File: src/rtl/instr_decode_stage.sv
// instr_decode_stage
//   Registered decode stage between instruction fetch and the immediate
//   extender / register file of the multicycle RV32I core. Instruction words
//   arrive over a valid/ready handshake, are decoded on the input side, and are
//   held in a two-entry skid buffer (main + skid) so the stage sustains one
//   instruction per cycle while o_ready stays a plain register output.
//
// Ports
//   clk        clock, all state changes on the rising edge
//   i_rst      synchronous active-high reset (priority over i_flush)
//   i_flush    drop every buffered instruction and the word offered this cycle
//   i_instr    instruction word from fetch, qualified by i_valid
//   i_valid    upstream offers i_instr
//   o_ready    stage can accept a word this cycle (registered)
//   o_valid    decoded outputs valid
//   i_ready    downstream consumes the decoded outputs this cycle
//   o_imm      instr[31:7] for the immediate extender
//   o_imm_src  immediate type: 000 I, 001 S, 010 B, 011 J, 100 U, 101 CSR-imm
//   o_opcode, o_rd, o_rs1, o_rs2, o_func3, o_func7_5   raw instruction fields
//   o_illegal  opcode outside RV32I or instr[1:0] != 2'b11

module instr_decode_stage #(
    parameter int INSTR_WIDTH = 32,
    parameter int IMM_WIDTH   = 25
) (
    input  logic                   clk,
    input  logic                   i_rst,
    input  logic                   i_flush,
    input  logic [INSTR_WIDTH-1:0] i_instr,
    input  logic                   i_valid,
    output logic                   o_ready,
    output logic                   o_valid,
    input  logic                   i_ready,
    output logic [IMM_WIDTH-1:0]   o_imm,
    output logic [2:0]             o_imm_src,
    output logic [6:0]             o_opcode,
    output logic [4:0]             o_rd,
    output logic [4:0]             o_rs1,
    output logic [4:0]             o_rs2,
    output logic [2:0]             o_func3,
    output logic                   o_func7_5,
    output logic                   o_illegal
);

    typedef enum logic [2:0] {
        IMM_I   = 3'b000,
        IMM_S   = 3'b001,
        IMM_B   = 3'b010,
        IMM_J   = 3'b011,
        IMM_U   = 3'b100,
        IMM_CSR = 3'b101
    } imm_src_t;

    typedef enum logic [1:0] {
        EMPTY = 2'b00,
        HALF  = 2'b01,
        FULL  = 2'b11
    } state_t;

    typedef struct packed {
        logic [INSTR_WIDTH-1:0] instr;
        imm_src_t               src;
        logic                   illegal;
    } dec_t;

    state_t state;
    dec_t   dec_in;
    dec_t   main_q;
    dec_t   skid_q;
    logic   ready_q;
    logic   valid_q;
    logic   accept;
    logic   consume;

    // Decode on the input side so both buffer entries hold finished results.
    always_comb begin
        dec_in.instr   = i_instr;
        dec_in.src     = IMM_I;
        dec_in.illegal = 1'b0;
        case (i_instr[6:0])
            7'b0000011, 7'b0010011, 7'b1100111,
            7'b0110011, 7'b0001111:             dec_in.src = IMM_I;
            7'b0100011:                         dec_in.src = IMM_S;
            7'b1100011:                         dec_in.src = IMM_B;
            7'b1101111:                         dec_in.src = IMM_J;
            7'b0110111, 7'b0010111:             dec_in.src = IMM_U;
            7'b1110011:                         dec_in.src = i_instr[14] ? IMM_CSR : IMM_I;
            default:                            dec_in.illegal = 1'b1;
        endcase
        if (i_instr[1:0] != 2'b11) begin
            dec_in.illegal = 1'b1;
            dec_in.src     = IMM_I;
        end
    end

    assign accept  = i_valid && ready_q;
    assign consume = valid_q && i_ready;

    // valid_q/ready_q are updated alongside state so both outputs come
    // straight from flops rather than from a decode of the state encoding.
    always_ff @(posedge clk) begin
        if (i_rst) begin
            state   <= EMPTY;
            valid_q <= 1'b0;
            ready_q <= 1'b1;
            main_q  <= '0;
            skid_q  <= '0;
        end else if (i_flush) begin
            state   <= EMPTY;
            valid_q <= 1'b0;
            ready_q <= 1'b1;
        end else begin
            case (state)
                EMPTY: begin
                    if (accept) begin
                        main_q  <= dec_in;
                        state   <= HALF;
                        valid_q <= 1'b1;
                    end
                end
                HALF: begin
                    if (accept && consume) begin
                        main_q <= dec_in;
                    end else if (accept) begin
                        skid_q  <= dec_in;
                        state   <= FULL;
                        ready_q <= 1'b0;
                    end else if (consume) begin
                        state   <= EMPTY;
                        valid_q <= 1'b0;
                    end
                end
                FULL: begin
                    if (consume) begin
                        main_q  <= skid_q;
                        state   <= HALF;
                        ready_q <= 1'b1;
                    end
                end
                default: begin
                    state   <= EMPTY;
                    valid_q <= 1'b0;
                    ready_q <= 1'b1;
                end
            endcase
        end
    end

    assign o_ready   = ready_q;
    assign o_valid   = valid_q;
    assign o_imm     = main_q.instr[INSTR_WIDTH-1:7];
    assign o_imm_src = main_q.src;
    assign o_opcode  = main_q.instr[6:0];
    assign o_rd      = main_q.instr[11:7];
    assign o_rs1     = main_q.instr[19:15];
    assign o_rs2     = main_q.instr[24:20];
    assign o_func3   = main_q.instr[14:12];
    assign o_func7_5 = main_q.instr[30];
    assign o_illegal = main_q.illegal;

endmodule

File: config.mk
export PLATFORM = sky130hd
export DESIGN_NAME = instr_decode_stage
export DESIGN_NICKNAME = d
export VERILOG_FILES = /design/src/rtl/instr_decode_stage.sv
export SDC_FILE = /design/constraint.sdc
export NUM_CORES = 1
export LEC_CHECK = 0
export CAP_MARGIN = 0
export CORE_AREA = 2 2 88 90
export CTS_CLUSTER_DIAMETER = 80
export DETAILED_ROUTE_END_ITERATION = 8
export DIE_AREA = 0 0 90 92
export GPL_TIMING_DRIVEN = 0
export HOLD_SLACK_MARGIN = 0.1
export PLACE_DENSITY = 0.82
export SLEW_MARGIN = 10
export SYNTH_ARGS = -nofsm -noshare
export SYNTH_HDL_FRONTEND = slang
export SYNTH_SLANG_ARGS = --single-unit
File: constraint.sdc
create_clock -name clk -period 2.6 [get_ports clk]
set_input_delay 0.78 -clock clk [delete_from_list [all_inputs] [get_ports clk]]
set_output_delay 0.78 -clock clk [all_outputs]
set_load 0.005 [all_outputs]
[Word level (Yosys, flattened, before mapping)]
Cells that the tools add are included.
Cells by class
  reductions and logical operators: 13
  equality and inequality tests: 22
  mux-type cells: 23
  bitwise gates (word level): 4
Operator list (number)
  $mux 36: 3
  $pmux 36 s3: 1
  $eq 7x7->1 const B: 4
  $eq 7x6->1 const B: 3
  $ne 2x2->1 const B: 8
  $pmux 3 s5: 1
  $eq 7x5->1 const B: 2
  $reduce_and 4->1: 3
  $reduce_or 11->1: 1
  $mux 2: 5
  $reduce_and 5->1: 2
  $mux 1: 8
  $eq 7x2->1 const B: 1
  $eq 7x4->1 const B: 1
  $pmux 1 s3: 2
  $pmux 2 s3: 1
  $mux 4: 1
  $not 1->1: 4
  $reduce_or 2->1: 2
  $logic_and 1x1->1: 3
  $mux 3: 1
  $ne 3x3->1 const B: 1
  $reduce_bool 3->1: 1
  $eq 2x1->1 const B: 1
  2 further kinds: 2
Storage, ports and cells
  logic and storage cells: 71
  bits of input ports: 37
  output and inout bits: 57
  register bits after elaboration: 76

[Depth between registers and ports, before layout]
  depth in word-level cells: 6
  mapped depth: 8
  mapped depth without buffers: 6

[Least setup slack after synthesis]
Ideal clock, no wire load.
  path kind: input to register
  start point: in i_instr[2]
  end point: reg skid_q[1] (netlist name)
  arrival time: 2.084 ns
  buffers on the path: 1
  library setup time: 0.070 ns
  slack: 0.445 ns
  cell stages on the path: 5
  cell sequence: clkbuf_1 > or4bb_1 > o211ai_1 > or3b_1 > a21oi_1
Between the ends
  longest elaborated chain between the ends: 4
  elaborated cells on any way between the ends: 9
Ends and longest elaborated chain
  start: declaration: line 29  | input logic [INSTR_WIDTH-1:0] i_instr,
  $eq 7x6->1 / $eq 7x5->1 (equally long branches): line 80  | case (i_instr[6:0])
  $reduce_or 2->1
  $pmux 3 s5 *: line 80
  $mux 4 *: line 90  | if (i_instr[1:0] != 2'b11) begin
  end signal: assignment: line 125  | skid_q <= dec_in;
  end: declaration: line 69  | dec_t skid_q;
Every way passes the cells marked *; elsewhere a longest branch is shown, timed or not.
A chain may end at the register's enable or synchronous reset.

[Worst setup path after layout]
  start point: in i_valid
  end point: reg main_q (netlist bit o_func7_5)
Between the ends
  longest elaborated chain between the ends: 4
  elaborated cells on any way between the ends: 5
Ends and longest elaborated chain
  start: declaration: line 30  | input logic i_valid,
  $logic_and 1x1->1 *: line 96  | assign accept = i_valid && ready_q;
  $logic_and 1x1->1: line 122  | if (accept && consume) begin
  $ne 2x2->1 (no source line)
  $reduce_and 5->1 (no source line) *
  end signal: assignment: line 116  | main_q <= dec_in;
  end signal: assignment: line 123  | main_q <= dec_in;
  end signal: assignment: line 135  | main_q <= skid_q;
  end: declaration: line 68  | dec_t main_q;
Marked as above.

==> metrics.txt <==
CTS H-tree lvls 3; clock network power share approximately a third; clk root buf clkbuf_8; CTS Hold Bufs 0; fraction of layout cells with a size suffix above 1 roughly 9.7%; EDFF count, synth 0; worst slack, placed -0.445 ns; net count after synthesis 448; skew final around 0.0097 ns; total power divided by cell area approximately 560 mW/mm^2; clock insertion delay at the later pin of the skew report between 0.3 and 0.4 ns; CTS tree yes; worst setup margin approximately 0.11 ns; number of max-cap violations 0; sequential power share roughly half; NumNets Final between 500 and 600; ANT nets after route 0; clock sinks 76; maximum VDD drop around 280 uV; total wire length roughly 8.6 mm; grt total ovfl 0; count of pins over their slew limit 0; synthesized area 0.00344 mm^2; PortBufs 90; Rel. slew slack 50.0%; full die area 0.00828 mm^2; number of inserted diodes 0; post-DR wirelength/cell approximately 14 um; Core Region approximately 0.0074 mm^2; Ports 94; via-per-instance ratio between 5 and 6; outcome finished clean; Die W roughly 90 um; final RePlAce weighted congestion between 0.8 and 0.9; FF+latch area about 0.0015 mm^2; RSZ-0062 raised after global routing no; Final Setup Violations 0; fin area about 0.0047 mm^2; Worst Hold Class reg2reg; first-pass GRT wire length about 14 mm; Synth async-reset ratio 0%; gr usage total about a fifth; TritonCTS buffer count 9; starting density of the core between 40% and 50%; row count 32; Multi-input gate area roughly 0.0016 mm^2; Slew @ Worst Pin roughly 0.75 ns; pin count of the biggest net entering global routing 15; Max Root-Sink Buffers 2; final core occ between 60% and 70%; Seq/Total Area, Yosys between 40% and 50%; DR vias 3218; number of synthesized register bits 76; P_leak 1.59 nW; initial DRC count 188; Synth Area per Inst approximately 8.5 um^2; sw power approximately 0.0007 W; endpoint type of the worst setup path flip-flop; synth unique cells 41; placed inst area 0.00447 mm^2; Net Sw Frac between 20% and 30%; Layout area overhead 35.8%; vias in the first global route 2926; Worst setup SP type input port; Worst EP arrival roughly 2.7 ns; Gate power share 19.3%; crit share post-route between 90% and 100%; hpwl dp ~6.4 mm; most frequent cells in the layout clkdlybuf4s50_1, dfxtp_1, nand2_1; Clk pin slew, worst setup/hold paths 0.08 ns; Synth Warn # 0; commonest non-fill, non-tap cell in the layout clkdlybuf4s50_1; critical path class in2reg; fin crit period 2.49 ns; Pre-antenna DRT Iters 4; Die Y 92 um; Syn Inst Count between 400 and 500; Final Hold Vio Count 0; P_int about 0.0019 W; WP data required approximately 2.8 ns; # DRC 0; antenna violations before repair 0; fill cell count 652; peak fanout along the critical path 10; highest clock rate between 0.4 and 0.5 GHz; Top FF cell, synth dfxtp_1
[worst paths after layout]
| kind | end | cells after the start | slack (ns) | from |
|---|---|---|---|---|
| setup / recovery | o_func7_5 | 6 | 0.11 | i_valid |
| hold / removal | skid_q[2] | 2 | 0.45 | skid_q[2] |
| setup reg to reg | o_func7_5 | 7 | 0.34 | state[0] |
| hold reg to reg | skid_q[2] | 2 | 0.45 | skid_q[2] |
[routing by layer]
layer	global-route usage [%]	up-vias	share of wire [%]
met1	24.6	1494	43
met5	0	-	0
li1	-	1598	-
met2	35.3	111	49
met4	9.36	0	2.2
met3	3.45	15	5.4
[kinds of logic after synthesis]
kind of cell             synth area share, %
AND/OR/NAND/NOR                         17.5
AO/OA/AOI/OAI                           18.3
flip-flops                              44.2
buffers and inverters                   8.58
multiplexers                            9.31
adder cells (fa/ha/maj)                 1.82
XOR/XNOR                               0.254
[cell type report]
type                    instances  area share [%]
clock buffers                  10            2.95
plain buffers                  49            5.76
flip-flops and latches         76            32.6
multi-input cells             274            34.9
repair buffers                 92            19.6
inverters                       6           0.482
well taps                     102            2.73
clock inverters                 6            1.02
[what timing repair did]
action                     in CTS  in global routing
buffers inserted                2                  0
pin swaps                       1                  0
resized for setup               0                  1
gates cloned                    0                  0
setup endpoints to repair      23                 22
[sequential cells by signal (all words and copies together) (netlist names)]
name / count
skid_q: 36
o_imm: 21
o_opcode: 7
o_func3: 3
o_imm_src: 3
state: 2
o_func7_5: 1
o_illegal: 1
o_ready: 1
o_valid: 1
[critical path, cell delays in order]
cell	delay [ns]
clkdlybuf4s50_1	0.59
nand4_1	0.22
a2111oi_4	0.37
buf_4	0.18
clkbuf_1	0.40
a211oi_1	0.15
[cells in the mapped netlist (5+ instances only)]
cell type / count / share of area, %
a211oi_1: 36 / 7.9
a21oi_1: 43 / 6.3
buf_2: 5 / 0.73
buf_4: 21 / 4.6
clkbuf_1: 22 / 2.4
dfxtp_1: 76 / 44
ha_1: 5 / 1.8
inv_1: 6 / 0.65
mux2i_1: 32 / 9.3
nand2_1: 73 / 8.0
nor2_1: 42 / 4.6
[per-stage QoR]
step                power, W  hold slack (ns)  TNS (ns)  cells
floorplan            0.00152            0.432         0    406
global placement     0.00178            0.438    -17.55    598
global route         0.00271            0.474         0    615
detailed placement   0.00180            0.445    -20.45    598
finish               0.00260            0.454         0    615
CTS                  0.00262            0.454         0    616
[power by group through the flow]
stage	sequential [W]	clock (W)	combinational (W)
after floorplan	0.00130	0	0.000225
after global placement	0.00130	0	0.000485
after detailed placement	0.00130	0	0.000497
after CTS	0.00127	0.000842	0.000503
after global routing	0.00128	0.000885	0.000543
final	0.00127	0.000829	0.000503
Power figures use the tool's default switching activity.
